$ cat src/rtl/hazard_forward_unit.sv
// Pipeline hazard control for the 16-bit core. It drives the EX operand forwarding selects,
// load-use stalls, taken-branch flushes, a freeze while data memory is busy, and perf counters.
module hazard_forward_unit #(
   parameter int unsigned ADDR_W       = 3,
   parameter int unsigned WAIT_TIMEOUT = 64,
   parameter int unsigned CNT_W        = 16
) (
   input  logic              clk,
   input  logic              rst,
   input  logic [ADDR_W-1:0] id_rs,
   input  logic [ADDR_W-1:0] id_rt,
   input  logic              id_uses_rs,
   input  logic              id_uses_rt,
   input  logic [ADDR_W-1:0] ex_write_reg,
   input  logic              ex_reg_write,
   input  logic              ex_mem_read,
   input  logic              ex_branch_taken,
   input  logic              mem_req,
   input  logic              mem_ready,
   output logic [1:0]        forward_a,
   output logic [1:0]        forward_b,
   output logic              stall_if_id,
   output logic              bubble_ex,
   output logic              flush_if_id,
   output logic              freeze,
   output logic              mem_timeout,
   output logic [CNT_W-1:0]  stall_count,
   output logic [CNT_W-1:0]  flush_count
);

   localparam int unsigned WCNT_W = $clog2(WAIT_TIMEOUT + 1);
   localparam logic [1:0] FWD_REG = 2'b00;
   localparam logic [1:0] FWD_MEM = 2'b01;
   localparam logic [1:0] FWD_WB  = 2'b10;

   typedef enum logic {RUN, MEM_WAIT} state_e;

   state_e              state_q, state_d;
   logic [WCNT_W-1:0]   wait_cnt_q, wait_cnt_d;
   logic                mem_timeout_q, mem_timeout_d;
   logic [CNT_W-1:0]    stall_count_q, stall_count_d;
   logic [CNT_W-1:0]    flush_count_q, flush_count_d;

   logic [ADDR_W-1:0]   ex_rs_q, ex_rt_q, mem_dest_q, wb_dest_q;
   logic                ex_uses_rs_q, ex_uses_rt_q, mem_wr_q, wb_wr_q;

   logic                freeze_c, load_use_c, active_c;

   // Memory-wait FSM, timeout tracking and hazard decode
   always_comb begin
      state_d       = state_q;
      wait_cnt_d    = wait_cnt_q;
      mem_timeout_d = mem_timeout_q;
      freeze_c      = 1'b0;

      load_use_c = ex_mem_read && ex_reg_write && (ex_write_reg != '0) &&
                   ((id_uses_rs && (id_rs == ex_write_reg)) ||
                    (id_uses_rt && (id_rt == ex_write_reg)));

      case (state_q)
         RUN: begin
            if (mem_req && !mem_ready) begin
               freeze_c   = 1'b1;
               state_d    = MEM_WAIT;
               wait_cnt_d = '0;
            end
         end
         MEM_WAIT: begin
            if (mem_ready) begin
               state_d = RUN;
            end else begin
               freeze_c = 1'b1;
               if (wait_cnt_q != WCNT_W'(WAIT_TIMEOUT)) begin
                  wait_cnt_d = wait_cnt_q + WCNT_W'(1);
               end
               if (wait_cnt_d == WCNT_W'(WAIT_TIMEOUT)) begin
                  mem_timeout_d = 1'b1;
               end
            end
         end
         default: state_d = RUN;
      endcase

      // Freeze masks every stall/flush request; EX is held so they re-evaluate on release.
      active_c    = !rst && !freeze_c;
      freeze      = !rst && freeze_c;
      flush_if_id = active_c && ex_branch_taken;
      bubble_ex   = active_c && (ex_branch_taken || load_use_c);
      stall_if_id = active_c && load_use_c && !ex_branch_taken;

      stall_count_d = stall_count_q;
      if ((stall_if_id || freeze) && (stall_count_q != '1)) begin
         stall_count_d = stall_count_q + CNT_W'(1);
      end
      flush_count_d = flush_count_q;
      if (flush_if_id && (flush_count_q != '1)) begin
         flush_count_d = flush_count_q + CNT_W'(1);
      end
   end

   // Forwarding selects: the younger MEM producer wins over WB; R0 is never forwarded
   always_comb begin
      forward_a = FWD_REG;
      forward_b = FWD_REG;
      if (ex_uses_rs_q && (ex_rs_q != '0)) begin
         if (mem_wr_q && (mem_dest_q == ex_rs_q)) begin
            forward_a = FWD_MEM;
         end else if (wb_wr_q && (wb_dest_q == ex_rs_q)) begin
            forward_a = FWD_WB;
         end
      end
      if (ex_uses_rt_q && (ex_rt_q != '0)) begin
         if (mem_wr_q && (mem_dest_q == ex_rt_q)) begin
            forward_b = FWD_MEM;
         end else if (wb_wr_q && (wb_dest_q == ex_rt_q)) begin
            forward_b = FWD_WB;
         end
      end
   end

   always_ff @(posedge clk or posedge rst) begin
      if (rst) begin
         state_q       <= RUN;
         wait_cnt_q    <= '0;
         mem_timeout_q <= 1'b0;
         stall_count_q <= '0;
         flush_count_q <= '0;
      end else begin
         state_q       <= state_d;
         wait_cnt_q    <= wait_cnt_d;
         mem_timeout_q <= mem_timeout_d;
         stall_count_q <= stall_count_d;
         flush_count_q <= flush_count_d;
      end
   end

   // Shadow copies of the EX/MEM/WB register usage; all held while frozen
   always_ff @(posedge clk or posedge rst) begin
      if (rst) begin
         ex_rs_q      <= '0;
         ex_rt_q      <= '0;
         ex_uses_rs_q <= 1'b0;
         ex_uses_rt_q <= 1'b0;
         mem_dest_q   <= '0;
         mem_wr_q     <= 1'b0;
         wb_dest_q    <= '0;
         wb_wr_q      <= 1'b0;
      end else if (!freeze_c) begin
         wb_dest_q  <= mem_dest_q;
         wb_wr_q    <= mem_wr_q;
         mem_dest_q <= ex_write_reg;
         mem_wr_q   <= ex_reg_write;
         if (bubble_ex) begin
            ex_rs_q      <= '0;
            ex_rt_q      <= '0;
            ex_uses_rs_q <= 1'b0;
            ex_uses_rt_q <= 1'b0;
         end else begin
            ex_rs_q      <= id_rs;
            ex_rt_q      <= id_rt;
            ex_uses_rs_q <= id_uses_rs;
            ex_uses_rt_q <= id_uses_rt;
         end
      end
   end

   assign mem_timeout = mem_timeout_q;
   assign stall_count = stall_count_q;
   assign flush_count = flush_count_q;

endmodule
$ cat config.mk
export PLATFORM = sky130hd
export DESIGN_NAME = hazard_forward_unit
export DESIGN_NICKNAME = d
export VERILOG_FILES = /design/src/rtl/hazard_forward_unit.sv
export SDC_FILE = /design/constraint.sdc
export NUM_CORES = 1
export LEC_CHECK = 0
export ABC_AREA = 1
export CORE_MARGIN = 5
export CORE_UTILIZATION = 25
export CTS_BUF_LIST = sky130_fd_sc_hd__clkbuf_2 sky130_fd_sc_hd__clkbuf_4 sky130_fd_sc_hd__clkbuf_8
export DETAILED_ROUTE_END_ITERATION = 6
export PLACE_DENSITY_LB_ADDON = 0.08
export SYNTH_ARGS = -nofsm -noshare
export SYNTH_HDL_FRONTEND = slang
export SYNTH_SLANG_ARGS = --single-unit
$ cat constraint.sdc
create_clock -name clk -period 3.37 [get_ports clk]
set_input_delay 0.674 -clock clk [delete_from_list [all_inputs] [get_ports clk]]
set_output_delay 0.674 -clock clk [all_outputs]
set_load 0.05 [all_outputs]
After elaboration in Yosys (flattened, before gate mapping)
Index checks and enable logic that the tools add are counted.

Input bits: 18. Register bits: 57. Output and inout bits: 41.

Mux-type cells: 19. $add $sub $neg: 3. Equality and inequality tests: 12. Reduce and logical (&&, ||, !) cells: 32. Bitwise gates (word level): 2.

Operator list (number): $mux W7 (5); $add A16 B1 Y16 const B (2); $ne A16 B16 Y1 const B (2); $logic_and A1 B1 Y1 (20); $eq A3 B3 Y1 (6); $pmux W7 S2 (1); $mux W2 (6); $reduce_bool A3 Y1 (3); $add A7 B1 Y7 const B (1); $eq A7 B7 Y1 const B (1); $ne A7 B7 Y1 const B (1); $mux W3 (2); $logic_not A1 Y1 (4); $mux W1 (4); $ne A2 B2 Y1 const B (2); $logic_or A1 B1 Y1 (3); $reduce_and A3 Y1 (1); $not A1 Y1 (2); $pmux W1 S2 (1); $reduce_and A2 Y1 (1).

Longest topological paths before layout
Depth after elaboration: 10. Depth in mapped cells: 12.

Least setup slack after synthesis
No wires, ideal clock.

Kind: input to output. Start point: input port rst. End point: output port bubble_ex. Arrival: 2835 ps. Stages on the path: 3. Slack: -139 ps. Path through: inv_1 -> nand2_1 -> o21ai_2.

Cells in the longest elaborated chain, start to end: 3.

RTL lines: start, declared (line 9) `input logic rst,`; $logic_not A1 Y1 (no line); $logic_and A1 B1 Y1 (line 85) `active_c = !rst && !freeze_c;`; $logic_and A1 B1 Y1 (line 88) `bubble_ex = active_c && (ex_branch_taken || load_use_c);`; end, declared (line 23) `output logic bubble_ex,`.

Every way passes these cells.

Worst setup path after layout
Start point: register ex_rt_q[1]. End point: output port forward_b[1].

Cells in the longest elaborated chain, start to end: 5. Elaborated cells on any way between the ends: 9. Classes of those cells: eq/ne: 2; mux: 3; reduce/logical: 4.

RTL lines: start, declared (line 44) `logic [ADDR_W-1:0] ex_rs_q, ex_rt_q, mem_dest_q, wb_dest_q;`; start signal, assigned (line 160) `ex_rt_q <= id_rt;`; $eq A3 B3 Y1 (line 115) `end else if (wb_wr_q && (wb_dest_q == ex_rt_q)) begin`; $logic_and A1 B1 Y1 (line 115); $mux W2 (line 115); $mux W2 (line 113) `if (mem_wr_q && (mem_dest_q == ex_rt_q)) begin`; $mux W2 * (line 112) `if (ex_uses_rt_q && (ex_rt_q != '0)) begin`; end, declared (line 21) `output logic [1:0] forward_b,`.

Mark *: on every way between the ends. The rest lies on a longest branch, timed or not.

==> results.sh <==
export IMPL_cts_path_max_buffers=2
export IMPL_crit_path_cell_trace="inv_1 -> nor2_1 -> nor4_1 -> nand3_1 -> nor3_1 -> clkdlybuf4s50_1"
export IMPL_core_area_um2=13100
export IMPL_yosys_warnings=0
export IMPL_die_area_um2=15700
export IMPL_pwr_share_comb=0.325
export IMPL_p_sw_frac=0.389
export IMPL_seqPwrFrac=0.397
export IMPL_rsz0062_at_grt="false"
export IMPL_overflow=0
export IMPL_dr_total_vias=3003
export IMPL_cp_arrival_ns=2.44
export IMPL_routed_wl_mm=8.79
export IMPL_first_pass_iters=4
export IMPL_yosysSeqAreaShare=0.430
export IMPL_min_period_ns=3.11
export IMPL_wl_per_cell_um=12.8
export IMPL_cp_max_fo=4
export IMPL_numCtsBuffers=9
export IMPL_drtIter0Drc=155
export IMPL_cts_root_buf="clkbuf_8"
export IMPL_synth_cell_types=28
export IMPL_syn_avg_cell_area_um2=7.49
export IMPL_share_clk_of_total_power=0.279
export IMPL_antenna_found_initial=0
export IMPL_rows=42
export IMPL_cts_sinks=57
export IMPL_place_area_um2=4060
export IMPL_cts_hold_buf=0
export IMPL_synth_area_leaders="dfrtp_1, nand2_1, xor2_1"
export IMPL_crit_required_ns=2.70
export IMPL_p_per_area_nw_per_um2=529
export IMPL_ir_drop_v=0.000159
export IMPL_setup_viol=0
export IMPL_die_height_um=125
export IMPL_setup_tns_ns=0
export IMPL_place_congestion=0.789
export IMPL_antenna_cells=0
export IMPL_maxSlewHeadroom=0.498
export IMPL_synth_area_leader_cell="dfrtp_1"
export IMPL_final_cell_area_um2=4260
export IMPL_netlist_area_um2=3320
export IMPL_r2r_slack_ns=1.46
export IMPL_ctsResizeCount=0
export IMPL_p_int_uw=1380
export IMPL_start_util=0.252
export IMPL_status="finished, final reports clean"
export IMPL_clock_latency_ns=0.34
export IMPL_cts_tree="done"
export IMPL_finalCritPeriodShare=0.924
export IMPL_ant_nets=0
export IMPL_fillers=1446
export IMPL_layout_nets=527
export IMPL_grt_pass1_vias=3005
export IMPL_hold_start="mem_timeout$_DFFE_PP0P_"
export IMPL_final_max_slew_viol_count=0
export IMPL_grt_pass1_wl_mm=15.0
export IMPL_reg2regPathDepth=9
export IMPL_hold_path_class="flip-flop to flip-flop"
export IMPL_dpl_hpwl_mm=6.43
export IMPL_dieWidth_um=125
export IMPL_worstMarginPinSlew_ns=0.753
export IMPL_clkTransAtPathRegs_ns=0.06
export IMPL_power_switching_uw=876
export IMPL_crit_type="flip-flop to output port"
export IMPL_io_pins=59
export IMPL_r2r_start="stall_count[0]$_DFFE_PP0P_"
export IMPL_syn_inst=443
export IMPL_p_leak_uw=0.00198
export IMPL_worstSetupEndpointType="output port"
export IMPL_syn2layout_area_growth_pct=28.4
export IMPL_cpPeakStageDelay_ns=0.86
export IMPL_cts_setup_buffers=0
export IMPL_holdPathEnd="mem_timeout$_DFFE_PP0P_"
export IMPL_grt_max_degree=58
export IMPL_cp_start_kind="flip-flop"
export IMPL_min_path_cells=2
export IMPL_hold_viol=0
export IMPL_synth_top_cell_area_share=0.430
export IMPL_syn_nets=465
export IMPL_synth_seq_cells=57
export IMPL_slowest_stage="clkdlybuf4s50_1"
export IMPL_drc=0
export IMPL_vias_per_cell=4.38
export IMPL_htree_levels=3
export IMPL_timing_rr_end="stall_count[0]$_DFFE_PP0P_"
export IMPL_io_buffers=58
export IMPL_drive_above_1_share=0.0804
export IMPL_fin_worst_skew_ns=0.0104
export IMPL_track_usage=0.117
export IMPL_cap_violations=0
export IMPL_fmaxAchievable_mhz=321
power groups by stage:
stage	sequential (uW)	combinational, uW	clock, uW
2_1_floorplan	1100	293	0
3_3_place_gp	909	737	0
3_5_place_dp	910	739	0
4_1_cts	897	741	663
5_1_grt	911	798	684
6_report	893	731	628
layer usage:
| layer | GRT usage | vias to the layer above | wire length (um) |
|---|---|---|---|
| li1 | - | 1537 | - |
| met1 | 0.157 | 1399 | 4290 |
| met2 | 0.180 | 56 | 3960 |
| met3 | 0.0239 | 11 | 348 |
| met4 | 0.0536 | 0 | 198 |
| met5 | 0 | - | 0 |
through the flow:
step | utilization | hold WS, ns | worst slack (ns) | cells | total power [uW]
2_1_floorplan | - | 0.453 | 0.457 | 443 | 1400
3_3_place_gp | 0.309 | 0.454 | 0.504 | 670 | 1650
3_5_place_dp | 0.309 | 0.454 | 0.470 | 670 | 1650
4_1_cts | 0.324 | 0.470 | 0.241 | 686 | 2300
5_1_grt | 0.324 | 0.487 | 0.0337 | 686 | 2390
6_report | 0.324 | 0.459 | 0.257 | 686 | 2250
cell usage after synthesis (all sizes together):
master,instances
nand2,145
dfrtp,57
inv,52
nor2,44
nand3,34
o21ai,24
xor2,24
nor3,15
o22ai,9
buf,8
nand4,8
xnor2,7
nor4,5
ha,4
clkbuf,2
o211ai,2
o31ai,2
nand3b,1
state kept, by name, indices dropped and copies added, names as in the netlist:
| name | flops |
|---|---|
| flush_count | 16 |
| stall_count | 16 |
| wait_cnt_q | 7 |
| ex_rs_q | 3 |
| ex_rt_q | 3 |
| mem_dest_q | 3 |
| wb_dest_q | 3 |
| ex_uses_rs_q | 1 |
| ex_uses_rt_q | 1 |
| mem_timeout | 1 |
| mem_wr_q | 1 |
| state_q | 1 |
| wb_wr_q | 1 |
final cells by class:
cell class / count / area, um^2 / share of cell area
clock inverters: 2 / 10.0 / 0.00235
inverters: 52 / 199 / 0.0467
multi-input cells: 324 / 1630 / 0.381
well taps: 176 / 220 / 0.0517
repair buffers: 61 / 593 / 0.139
flip-flops and latches: 57 / 1430 / 0.335
clock buffers: 14 / 186 / 0.0438
kinds of logic after synthesis:
family	after synthesis	share of synthesized area
xor gates and xnor gates	31	0.0819
adders and majority gates	4	0.0151
buffers and inverters	62	0.0811
AOI/OAI and AO/OA	37	0.0634
DFF	57	0.430
and+or+nand+nor	252	0.329
worst max-delay path: cells and delay by family (launching register included):
family	cells	cell delay [ns]
buf+inv	2	0.99
flops	1	0.42
simple gates	4	0.70
worst max-delay path by stage:
stage,startpoint,endpoint,slack (ns),cells after the start
floorplan,rst,bubble_ex,0.46,5
global placement,id_rt[0],bubble_ex,0.50,10
detailed placement,id_rt[0],bubble_ex,0.47,10
CTS,ex_rt_q[1]$_DFFE_PP0N_,forward_b[1],0.24,6
global route,ex_rt_q[1]$_DFFE_PP0N_,forward_b[1],0.03,6
finish,ex_rt_q[1]$_DFFE_PP0N_,forward_b[1],0.26,6
placed cells by master (no fill, tap or decap), drive strengths merged:
master         count
buf                7
nor3              15
nand3b             1
clkdlybuf4s50     54
o22ai              9
o31ai              2
clkinvlp           1
dfrtp             57
clkinv             2
nand2            145
nor4               5
ha                 4
o211ai             2
clkbuf            14
o21ai             24
xnor2              7
nand3             34
xor2              24
nor2              44
nand4              8
inv               51
Power figures use the tool's default switching activity.
